===== config.mk =====
export PLATFORM = sky130hd
export DESIGN_NAME = axi4_lite_master_bridge
export DESIGN_NICKNAME = d
export VERILOG_FILES = /design/src/rtl/axi4_lite_master_bridge.sv
export SDC_FILE = /design/constraint.sdc
export NUM_CORES = 1
export LEC_CHECK = 0
export CORE_UTILIZATION = 41
export DETAILED_ROUTE_END_ITERATION = 12
export MAX_ROUTING_LAYER = met4
export PLACE_DENSITY = 0.87
export SYNTH_ARGS = -nofsm -noshare
export SYNTH_HDL_FRONTEND = slang
export SYNTH_SLANG_ARGS = --single-unit

===== constraint.sdc =====
create_clock -name iCLK -period 3.29 [get_ports iCLK]
set_clock_uncertainty 0.15 [all_clocks]
set_input_delay 0.4935 -clock iCLK [delete_from_list [all_inputs] [get_ports iCLK]]
set_output_delay 0.4935 -clock iCLK [all_outputs]
set_load 0.02 [all_outputs]

===== src/rtl/axi4_lite_master_bridge.sv =====
// AXI4-Lite master bridge: turns single-beat host requests into AXI4-Lite transactions, one outstanding at a time.
// Optional watchdog: define AXI4_LITE_MASTER_TIMEOUT_EN to force an error completion after TIMEOUT_CYCLES.
module axi4_lite_master_bridge #(
  parameter int ADDR_WIDTH     = 32,
  parameter int DATA_WIDTH     = 32,
  parameter int TIMEOUT_CYCLES = 255
) (
  input  logic                    iCLK,
  input  logic                    iRST,
  input  logic                    iREQ,
  input  logic                    iWE,
  input  logic [ADDR_WIDTH-1:0]   iADDR,
  input  logic [DATA_WIDTH-1:0]   iWDATA,
  input  logic [DATA_WIDTH/8-1:0] iWSTRB,
  output logic                    oBUSY,
  output logic                    oDONE,
  output logic [DATA_WIDTH-1:0]   oRDATA,
  output logic                    oERR,
  output logic                    m_AWVALID,
  input  logic                    m_AWREADY,
  output logic [ADDR_WIDTH-1:0]   m_AWADDR,
  output logic [2:0]              m_AWPROT,
  output logic                    m_WVALID,
  input  logic                    m_WREADY,
  output logic [DATA_WIDTH-1:0]   m_WDATA,
  output logic [DATA_WIDTH/8-1:0] m_WSTRB,
  input  logic                    m_BVALID,
  output logic                    m_BREADY,
  input  logic [1:0]              m_BRESP,
  output logic                    m_ARVALID,
  input  logic                    m_ARREADY,
  output logic [ADDR_WIDTH-1:0]   m_ARADDR,
  output logic [2:0]              m_ARPROT,
  input  logic                    m_RVALID,
  output logic                    m_RREADY,
  input  logic [DATA_WIDTH-1:0]   m_RDATA,
  input  logic [1:0]              m_RRESP
);
  typedef enum logic [2:0] {IDLE, WR_REQ, WR_RESP, RD_REQ, RD_RESP, DONE} state_t;

  state_t                  state, state_nxt;
  logic                    aw_done, w_done;
  logic [ADDR_WIDTH-1:0]   addr_q;
  logic [DATA_WIDTH-1:0]   wdata_q;
  logic [DATA_WIDTH/8-1:0] wstrb_q;
  logic                    aw_hs, w_hs, b_hs, ar_hs, r_hs, timeout;

  assign aw_hs = m_AWVALID & m_AWREADY;
  assign w_hs  = m_WVALID & m_WREADY;
  assign b_hs  = m_BVALID & m_BREADY;
  assign ar_hs = m_ARVALID & m_ARREADY;
  assign r_hs  = m_RVALID & m_RREADY;

`ifdef AXI4_LITE_MASTER_TIMEOUT_EN
  localparam int CNT_W = $clog2(TIMEOUT_CYCLES + 1);
  logic [CNT_W-1:0] tmo_cnt;

  always_ff @(posedge iCLK or negedge iRST) begin
    if (!iRST)                                tmo_cnt <= '0;
    else if (state == IDLE)                   tmo_cnt <= '0;
    else if (tmo_cnt < CNT_W'(TIMEOUT_CYCLES)) tmo_cnt <= tmo_cnt + 1'b1;
  end

  // The cycle holding count TIMEOUT_CYCLES-1 is the last permitted non-IDLE cycle.
  assign timeout = (state != IDLE) && (state != DONE) &&
                   (tmo_cnt == CNT_W'(TIMEOUT_CYCLES - 1));
`else
  assign timeout = 1'b0;
`endif

  always_ff @(posedge iCLK or negedge iRST) begin
    if (!iRST) state <= IDLE;
    else       state <= state_nxt;
  end

  always_comb begin
    state_nxt = state;
    case (state)
      IDLE:    if (iREQ) state_nxt = iWE ? WR_REQ : RD_REQ;
      WR_REQ:  if ((aw_done | aw_hs) && (w_done | w_hs)) state_nxt = WR_RESP;
      WR_RESP: if (b_hs) state_nxt = DONE;
      RD_REQ:  if (ar_hs) state_nxt = RD_RESP;
      RD_RESP: if (r_hs) state_nxt = DONE;
      DONE:    state_nxt = IDLE;
      default: state_nxt = IDLE;
    endcase
    if (timeout) state_nxt = DONE;
  end

  always_ff @(posedge iCLK or negedge iRST) begin
    if (!iRST) begin
      addr_q  <= '0;
      wdata_q <= '0;
      wstrb_q <= '0;
      aw_done <= 1'b0;
      w_done  <= 1'b0;
      oRDATA  <= '0;
      oERR    <= 1'b0;
    end else begin
      if (state == IDLE) begin
        aw_done <= 1'b0;
        w_done  <= 1'b0;
        if (iREQ) begin
          addr_q  <= iADDR;
          wdata_q <= iWDATA;
          wstrb_q <= iWSTRB;
        end
      end else begin
        if (aw_hs) aw_done <= 1'b1;
        if (w_hs)  w_done  <= 1'b1;
      end
      if (timeout)   oERR <= 1'b1;
      else if (b_hs) oERR <= m_BRESP[1];
      else if (r_hs) begin
        oERR   <= m_RRESP[1];
        oRDATA <= m_RDATA;
      end
    end
  end

  // Every output decodes registered state only, so no input reaches an output combinationally.
  always_comb begin
    oBUSY     = (state != IDLE);
    oDONE     = (state == DONE);
    m_AWVALID = (state == WR_REQ) && !aw_done;
    m_WVALID  = (state == WR_REQ) && !w_done;
    m_BREADY  = (state == WR_RESP);
    m_ARVALID = (state == RD_REQ);
    m_RREADY  = (state == RD_RESP);
    m_AWADDR  = addr_q;
    m_ARADDR  = addr_q;
    m_WDATA   = wdata_q;
    m_WSTRB   = wstrb_q;
    m_AWPROT  = 3'b000;
    m_ARPROT  = 3'b000;
  end
endmodule


==> run metrics, run 1 <==
status finished, final reports clean; Leak 2.86 nW; drt wl/cell 16.3 µm; post-route cell area ~7000 µm²; most frequent cells in the layout 249 x clkdlybuf4s50_1, 106 x dfrtp_1, 99 x mux2_2; antenna violations before repair 0; critical path capture point type output port; WS Path Type flop to output port; Starting Density between 40% and 50%; CTS root buffer clkbuf_8; DRC 0; Post-CTS Repair Setup Buffers 0; Ant. Diodes 0; largest net degree at the start of global routing 79; Arrival @ worst endpoint 2270 ps; f_max about 340 MHz; via-per-instance ratio approximately 4.8; Routability Congestion ~0.80; die height 106 µm; area of the multi-input gates 1410 µm²; Num Clock Sinks approximately 110; Final Total Pwr about 7.3 mW; Core Region roughly 10,000 µm²; Final Hold Vio Count 0; DIE WIDTH around 110 µm; setup TNS 0 ps; Gate Count Post-Synth between 200 and 300; mux cell area share after synthesis around 26%; first-pass GRT wire length approximately 17 mm; Hold Path Class primary input to async pin; Period minus WS final roughly 2900 ps; max-slew violations 0; H-tree depth 3; register area share after synthesis 59.8%; global route overflow 0; Reg area between 2000 and 3000 µm²; syn_area_per_cell between 10 and 15 µm²; Critical Path, Cell by Cell or3b_2, nor2_1, clkdlybuf4s50_1; fin crit share about 88%; pwr dens ~1100 nW/µm²; layout cells sized above 1 between 20% and 30%; clock slew at reported path FFs approximately 90 ps; Setup violations, final 0; via count roughly 3,200; maximum clock insertion buffer count 2; worst hold margin between 100 and 150 ps; WP data required about 2700 ps; CTS Hold Buffers Added 0; Crit-path slowest cell dfrtp_1; Max VDD drop about 0.0006 V; hpwl dp approximately 8.3 mm; worst-path fanout max 15; Slew @ Worst Pin just under 1000 ps; post-synth cell types 29; die area 11,200 µm²; post-synthesis register bit count 106; max cap viols 0; Layout area overhead 57.2%; Synth Area in Compound Gates roughly 1.5%; net count reported at finish between 600 and 700; Num CTS Buffers 9; most common cell after layout, fill and taps aside clkdlybuf4s50_1; post-cts gate resize count 0; routed wire length ~11 mm; # IOs ~260; CTS tree done; GRT Total Usage between 20% and 30%; WP buf/inv 1; Largest stage delay, worst path 670 ps; Fillers 773; Worst setup SP type flop; max_slew headroom between 30% and 40%; RSZ-0062 raised after global routing false; clock latency on the worst-skew pair 350 ps; first-pass detailed-route iteration total 4; Synth Area in Adders 0%; antenna viol nets, final 0; Post-Syn Area roughly 4400 µm²; Port Buffers between 200 and 300; largest family of logic cells by synthesized area multiplexers; # rows 37; Placed Area 6770 µm²; XOR/XNOR Fraction of Synth Area 0%; simple-gate share of the synthesized area between 3 and 4%; Warnings, synthesis 0; Iter 0 DRT Violations 97; vias in the first global route around 3,400; critical path's top delay family flip-flops
==> final timing paths <==
| path | start | to | slack [ps] | depth (start not counted) |
|---|---|---|---|---|
| worst max-delay path | state[0] | m_WVALID | 380 | 3 |
| worst min-delay path | iRST | m_ARADDR[7] | 140 | 1 |
| worst max register to register | state[0] | oERR | 1110 | 4 |
| worst min register to register | m_WDATA[17] | m_WDATA[17] | 360 | 1 |
| max in group asynchronous | iRST | m_WDATA[22] | 2020 | 2 |
| min in group iCLK | m_WDATA[17] | m_WDATA[17] | 360 | 1 |
==> power breakdown <==
group          internal, mW  total (mW)  switching (mW)
sequential             1.96        2.41           0.445
combinational          2.22        4.11            1.89
clock                 0.393       0.817           0.424
==> cells by family (layout without fill, tap and decap cells) <==
group,count (synthesis),count (layout)
mux,102,102
flops,106,106
simple gates,24,24
compound gates,10,10
other cells,1,6
buf+inv,53,272
==> sequential cells by signal, indices dropped and copies added, names as in the netlist <==
register  count
aw_done       1
w_done        1
state         3
m_WDATA      32
m_WSTRB       4
m_ARADDR     32
oRDATA       32
oERR          1
==> final cells by class <==
class / count / share of cell area [%]
flip-flops and latches: 106 / 38.0
inverters: 1 / 0.0538
multi-input cells: 142 / 20.1
well taps: 136 / 2.44
repair buffers: 255 / 36.4
clock buffers: 12 / 2.22
clock inverters: 4 / 0.718
==> cell usage after synthesis <==
cell type | number | area [µm²]
dfrtp_1 | 106 | 2650
mux2_2 | 99 | 1110
buf_4 | 39 | 293
buf_6 | 7 | 78.8
nor2_1 | 7 | 26.3
buf_2 | 5 | 25.0
a21oi_1 | 4 | 20.0
nand2b_1 | 3 | 18.8
and2_1 | 2 | 12.5
mux2_1 | 2 | 22.5
nand2_1 | 2 | 7.51
nor2b_1 | 2 | 12.5
o22ai_1 | 2 | 12.5
a21o_1 | 1 | 7.51
a32oi_1 | 1 | 8.76
clkbuf_1 | 1 | 3.75
conb_1 | 1 | 3.75
inv_1 | 1 | 3.75
mux2_4 | 1 | 15.0
nand2b_4 | 1 | 13.8
nand3_1 | 1 | 5.00
nor3_1 | 1 | 5.00
nor3_2 | 1 | 10.0
nor3b_1 | 1 | 7.51
nor4bb_4 | 1 | 25.0
o211ai_1 | 1 | 7.51
o221ai_1 | 1 | 8.76
or3_1 | 1 | 6.26
or3b_2 | 1 | 8.76
==> routing by layer <==
metal  vias to the layer above  global-route usage [%]  part of all wire (%)
met5                         -                       -                     0
met4                         0                    8.93                   2.2
met3                        20                    4.78                   6.6
met2                       154                    35.9                    55
met1                      1577                    21.3                    37
li1                       1416                       -                     -
==> per-stage QoR <==
stage	util, %	std cells	worst slack (ps)
after floorplan	-	301	1320
after global placement	65.0	640	779
after detailed placement	65.0	640	760
after CTS	67.0	656	353
after global routing	67.0	656	212
final	67.0	656	379
Power figures use the tool's default switching activity.
==> inputs of run 2 (changes only) <==
--- a/config.mk
+++ b/config.mk
@@ -5,6 +5,7 @@
 export SDC_FILE = /design/constraint.sdc
 export NUM_CORES = 1
 export LEC_CHECK = 0
+export ABC_CLOCK_PERIOD_IN_PS = 3290
 export CORE_UTILIZATION = 41
 export DETAILED_ROUTE_END_ITERATION = 12
 export MAX_ROUTING_LAYER = met4
==> results of run 2 <==
Final layout, timing and power as in run 1 (identical DEF).
==> edit 1 (config.mk and constraints of run 1) <==
Re-encode `state_t` (6 states) as one-hot, 6 bits wide.
--- a/src/rtl/axi4_lite_master_bridge.sv
+++ b/src/rtl/axi4_lite_master_bridge.sv
@@ -36,7 +36,7 @@
   input  logic [DATA_WIDTH-1:0]   m_RDATA,
   input  logic [1:0]              m_RRESP
 );
-  typedef enum logic [2:0] {IDLE, WR_REQ, WR_RESP, RD_REQ, RD_RESP, DONE} state_t;
+  typedef enum logic [5:0] {IDLE = 6'b000001, WR_REQ = 6'b000010, WR_RESP = 6'b000100, RD_REQ = 6'b001000, RD_RESP = 6'b010000, DONE = 6'b100000} state_t;
 
   state_t                  state, state_nxt;
   logic                    aw_done, w_done;
Function: same outputs for any inputs over 10 cycles, from zero or initial values and one cycle with iRST low; not proved beyond that.
==> edit 1 against run 1 <==
- synthesized area increased by 3.6%
- sequential cell count rose by 3
- total power is 7.8% lower
- combinational power shrank 10%
- clock power decreased by 2.8%
- cell area rose by 2.1%
- via count increased by 1.1%
- worst setup slack better by 0.037 ns
- routed wire length up 0.90%
- count of clock-buffer cells in the layout fell by 2
- synthesized cell count rose by 3.7%
- highest routed layer unchanged
==> edit 1: results (changes against run 1) <==
Routing
  – Pre-antenna DRT Iters: 4 (unchanged)
  – Mean routed wirelength per cell: 16.2 um (-1.1%)
  – DR iter-0 viols: 101 (+4.1%)
  – Vias: 3,202 (+1.1%)

Global routing
  – Vias in the first global route: 3,346 (-0.80%)
  – First-pass GRT wire length: 16,600 um (-2.5%)
  – Largest net degree at the start of global routing: 70 (-11%)
  – GRT Overall Usage: 19.2% (-0.93 points)

Synthesis
  – Synth Area in Compound Gates: 2.04% (+0.58 points)
  – Cells after synthesis: 307 (+3.7%)
  – Sequential element share of the synthesized area: 59.4% (-0.41 points)
  – Cell variety after synth: 34 (+17%)
  – Top cells by area, synth: dfrtp_1, mux2_2, buf_4, mux2_4, buf_12
  – Xor-xnor portion of the synthesized cell area: 0.191% (+0.19 points)
  – Multiplexer share of the synthesized area: 25.2% (-0.73 points)
  – Post-synth top cells: dfrtp_1, mux2_2, buf_4

Clock network
  – Reg clk slew, reported paths: 0.10 ns
  – Postcts setup bufs: 0 (unchanged)
  – Post_cts resized: 0 (unchanged)

Place
  – Place WS: 0.797 ns (+0.0370 ns)
  – Placed wire-length estimate: 8150 um (-1.3%)
  – DP Area: 0.00693 mm2 (+2.4%)
  – GPL Wtd Cong: 0.755 (-5.5%)
  – Placed Cells incl. Taps: 653 (+2.0%)

Power
  – Pint: 4.26 mW (-6.7%)
  – Seq power: 2.27 mW (-6%)
  – Sequential cell fraction of total power: 33.6% (+0.8 points)
  – Comb power frac: 54.6% (-1.4 points)
  – Worst IR Drop VDD: 0.000560 V (-7.0%)
  – Leakage: 3.04 nW (+6.4%)

Setup path
  – CP max FO: 10 (-5)
  – Critical Path AT: 2.23 ns (-0.04 ns)

STA
  – Worst-Margin Slew: 0.753 ns (-0.214 ns)

Finish
  – Finished Layout Cells: 669 (+2.0%)
  – Layout fillers: 793 (+2.6%)
  – Layout net count: 637 (+1.4%)
  – Layout cells sized above 1: 23.4% (-0.60 points)

Outcome
  – Status: finished clean
edit 1: kinds of logic after synthesis:
kind of cell / after synthesis
and+or+nand+nor: 27
other: 1
DFF: 109
AOI/OAI and AO/OA: 13
muxes: 100
buffers and inverters: 56
xor gates and xnor gates: 1
edit 1: cell type report:
class	count	area [um2]	share of cell area, %
Clock buffer	10	128	1.79
Clock inverter	6	63.8	0.896
Inverter	4	15.0	0.211
Multi-Input combinational cell	147	1460	20.6
Sequential cell	109	2730	38.3
Tap cell	140	175	2.46
Timing Repair Buffer	253	2550	35.8
edit 1: final timing paths:
check / slack (ns) / depth (start not counted) / from / end
max in group asynchronous: 2.13 / 2 / iRST / state[0]$_DFFE_PN1P_
max reg2reg: 1.06 / 4 / state[4]$_DFFE_PN0P_ / m_WDATA[11]$_DFFE_PN0P_
min in group iCLK: 0.36 / 1 / m_WDATA[31]$_DFFE_PN0P_ / m_WDATA[31]$_DFFE_PN0P_
min: 0.02 / 1 / iRST / m_WDATA[7]$_DFFE_PN0P_
min reg2reg: 0.36 / 1 / m_WDATA[31]$_DFFE_PN0P_ / m_WDATA[31]$_DFFE_PN0P_
max: 0.42 / 4 / state[4]$_DFFE_PN0P_ / m_AWVALID
edit 1: layer usage:
metal / vias up / part of all wire (%) / global-route usage [%]
li1: 1449 / - / -
met1: 1572 / 39 / 21.5
met2: 162 / 52 / 32.9
met3: 19 / 7.4 / 4.78
met4: 0 / 2.1 / 8.02
met5: - / 0 / -
edit 1: worst max-delay path: stages (launching register included):
cell             delay (ns)
dfrtp_1                0.51
nor4_4                 0.45
nand2_1                0.18
nor2_1                 0.12
clkdlybuf4s50_1        0.61
==> edit 2 (flow settings as in run 1) <==
Made on the original files. Build with the macro `AXI4_LITE_MASTER_TIMEOUT_EN` defined.
--- a/src/rtl/axi4_lite_master_bridge.sv
+++ b/src/rtl/axi4_lite_master_bridge.sv
@@ -1,5 +1,7 @@
 // AXI4-Lite master bridge: turns single-beat host requests into AXI4-Lite transactions, one outstanding at a time.
 // Optional watchdog: define AXI4_LITE_MASTER_TIMEOUT_EN to force an error completion after TIMEOUT_CYCLES.
+`define AXI4_LITE_MASTER_TIMEOUT_EN
+
 module axi4_lite_master_bridge #(
   parameter int ADDR_WIDTH     = 32,
   parameter int DATA_WIDTH     = 32,
Check against the original RTL: same outputs for any inputs over 10 cycles, from zero or initial values and one cycle with iRST low; that may be too few to reach the edited logic, so the function may still have changed.
==> edit 2 against run 1 <==
- total power increased by 22%
- synthesized area up 13%
- clock power up 130%
- sequential power increased by 7%
- synthesized cell count up 20%
- register-to-register slack lost 0.10 ns
- non-clock buffer count increased by 1
- count of clock-buffer cells in the layout is 8 higher
- sequential cell count up 8
- cell area increased by 14%
- sequential share of layout area decreased by 2.3 points
- routed wire length rose by 21%
- worst setup slack better by 0.16 ns
==> edit 2: results (changes against run 1) <==
Outcome
  – Status: finished clean

Place
  – Placed Cells incl. Taps: 706 (+10%)
  – Place WS: 0.959 ns (+0.199 ns)
  – GPL Wtd Cong: 0.805 (+0.78%)
  – DP Area: 0.00736 mm2 (+8.7%)

Finish
  – Layout cells sized above 1: 23.9% (-0.18 points)
  – Layout net count: 694 (+11%)
  – Layout fillers: 859 (+11%)

Clock network
  – Clk_lat worst skew: 0.40 ns (+0.05 ns)
  – # hold bufs at CTS: 1 (+1)
  – Total CTS buffers: 17 (+8)
  – Htree depth: 4 (+1)
  – Reg clk slew, reported paths: 0.05 ns (-0.04 ns)

Synthesis
  – Post-synth top cells: dfrtp_1, mux2_2, buf_4
  – Syn_area_per_cell: 14.2 um2 (-5.3%)
  – Top cells by area, synth: dfrtp_1, mux2_2, buf_4, mux2_4, nor3_1

Setup path
  – Slowest cell on crit path: clkdlybuf4s50_1
  – Critical Path AT: 2.10 ns (-0.17 ns)
  – Worst reg2reg path depth: 6 (+2)
  – Critical Path Source: state[2]$_DFFE_PN0P_
  – Crit path to: m_RREADY
  – Delay-heaviest family, CP: buffers and inverters
  – R2r setup slk: 1.01 ns (-0.10 ns)
  – Worst r2r dst: oRDATA[11]$_DFFE_PN0P_
  – CP max FO: 14 (-1)

Routing
  – Routed wire length: 13,000 um (+21%)
  – DR vias/cell: 4.99 (+3.3%)
  – DR iter-0 viols: 207 (+110%)
  – Wl on met1: 4700 um (+20%)
  – Met3 routed WL: 678 um (-3.6%)
  – DR WL met2: 7290 um (+24%)

Power
  – Leakage: 3.35 nW (+17%)
  – PD cells: 1120 mW/mm2 (+7.0%)
  – Worst IR Drop VDD: 0.000535 V (-11%)

Global routing
  – Met3 Use GR: 5.41% (+0.63 points)
  – Vias in the first global route: 3,836 (+14%)
  – GR Layer Usage met2: 39.0% (+3.1 points)

STA
  – Worst relative slew slack: 53.9% (+18 points)
  – Period utilization: 83.5% (-5.0 points)
[edit 2: cell count changes after synthesis, moves of 6 or more]
cell,before,now
dfrtp_1,106,114
inv_1,1,7
mux2_2,99,80
mux2_4,1,20
nor3_1,1,12
[edit 2: layout make-up]
cell class | count | area share, %
tap | 147 | 2.30
clock buffer | 20 | 5.72
timing repair buffer | 256 | 32.1
sequential | 114 | 35.7
clock inverter | 11 | 2.01
inverter | 7 | 0.329
multi-input combinational | 183 | 21.8
[edit 2: cell families after synthesis]
logic type,synth area share [%]
DFF,56.8
muxes,24.7
buffers and inverters,8.99
and+or+nand+nor,5.43
AOI/OAI and AO/OA,3.54
adders and majority gates,0.498
other,0.0746
[edit 2: power breakdown]
group | switching, mW | internal [mW] | total (mW) | leakage (nW)
combinational | 2.07 | 2.42 | 4.49 | 1.68
clock | 0.611 | 1.29 | 1.90 | 0.301
sequential | 0.490 | 2.10 | 2.59 | 1.37
total | 3.17 | 5.81 | 8.98 | 3.35
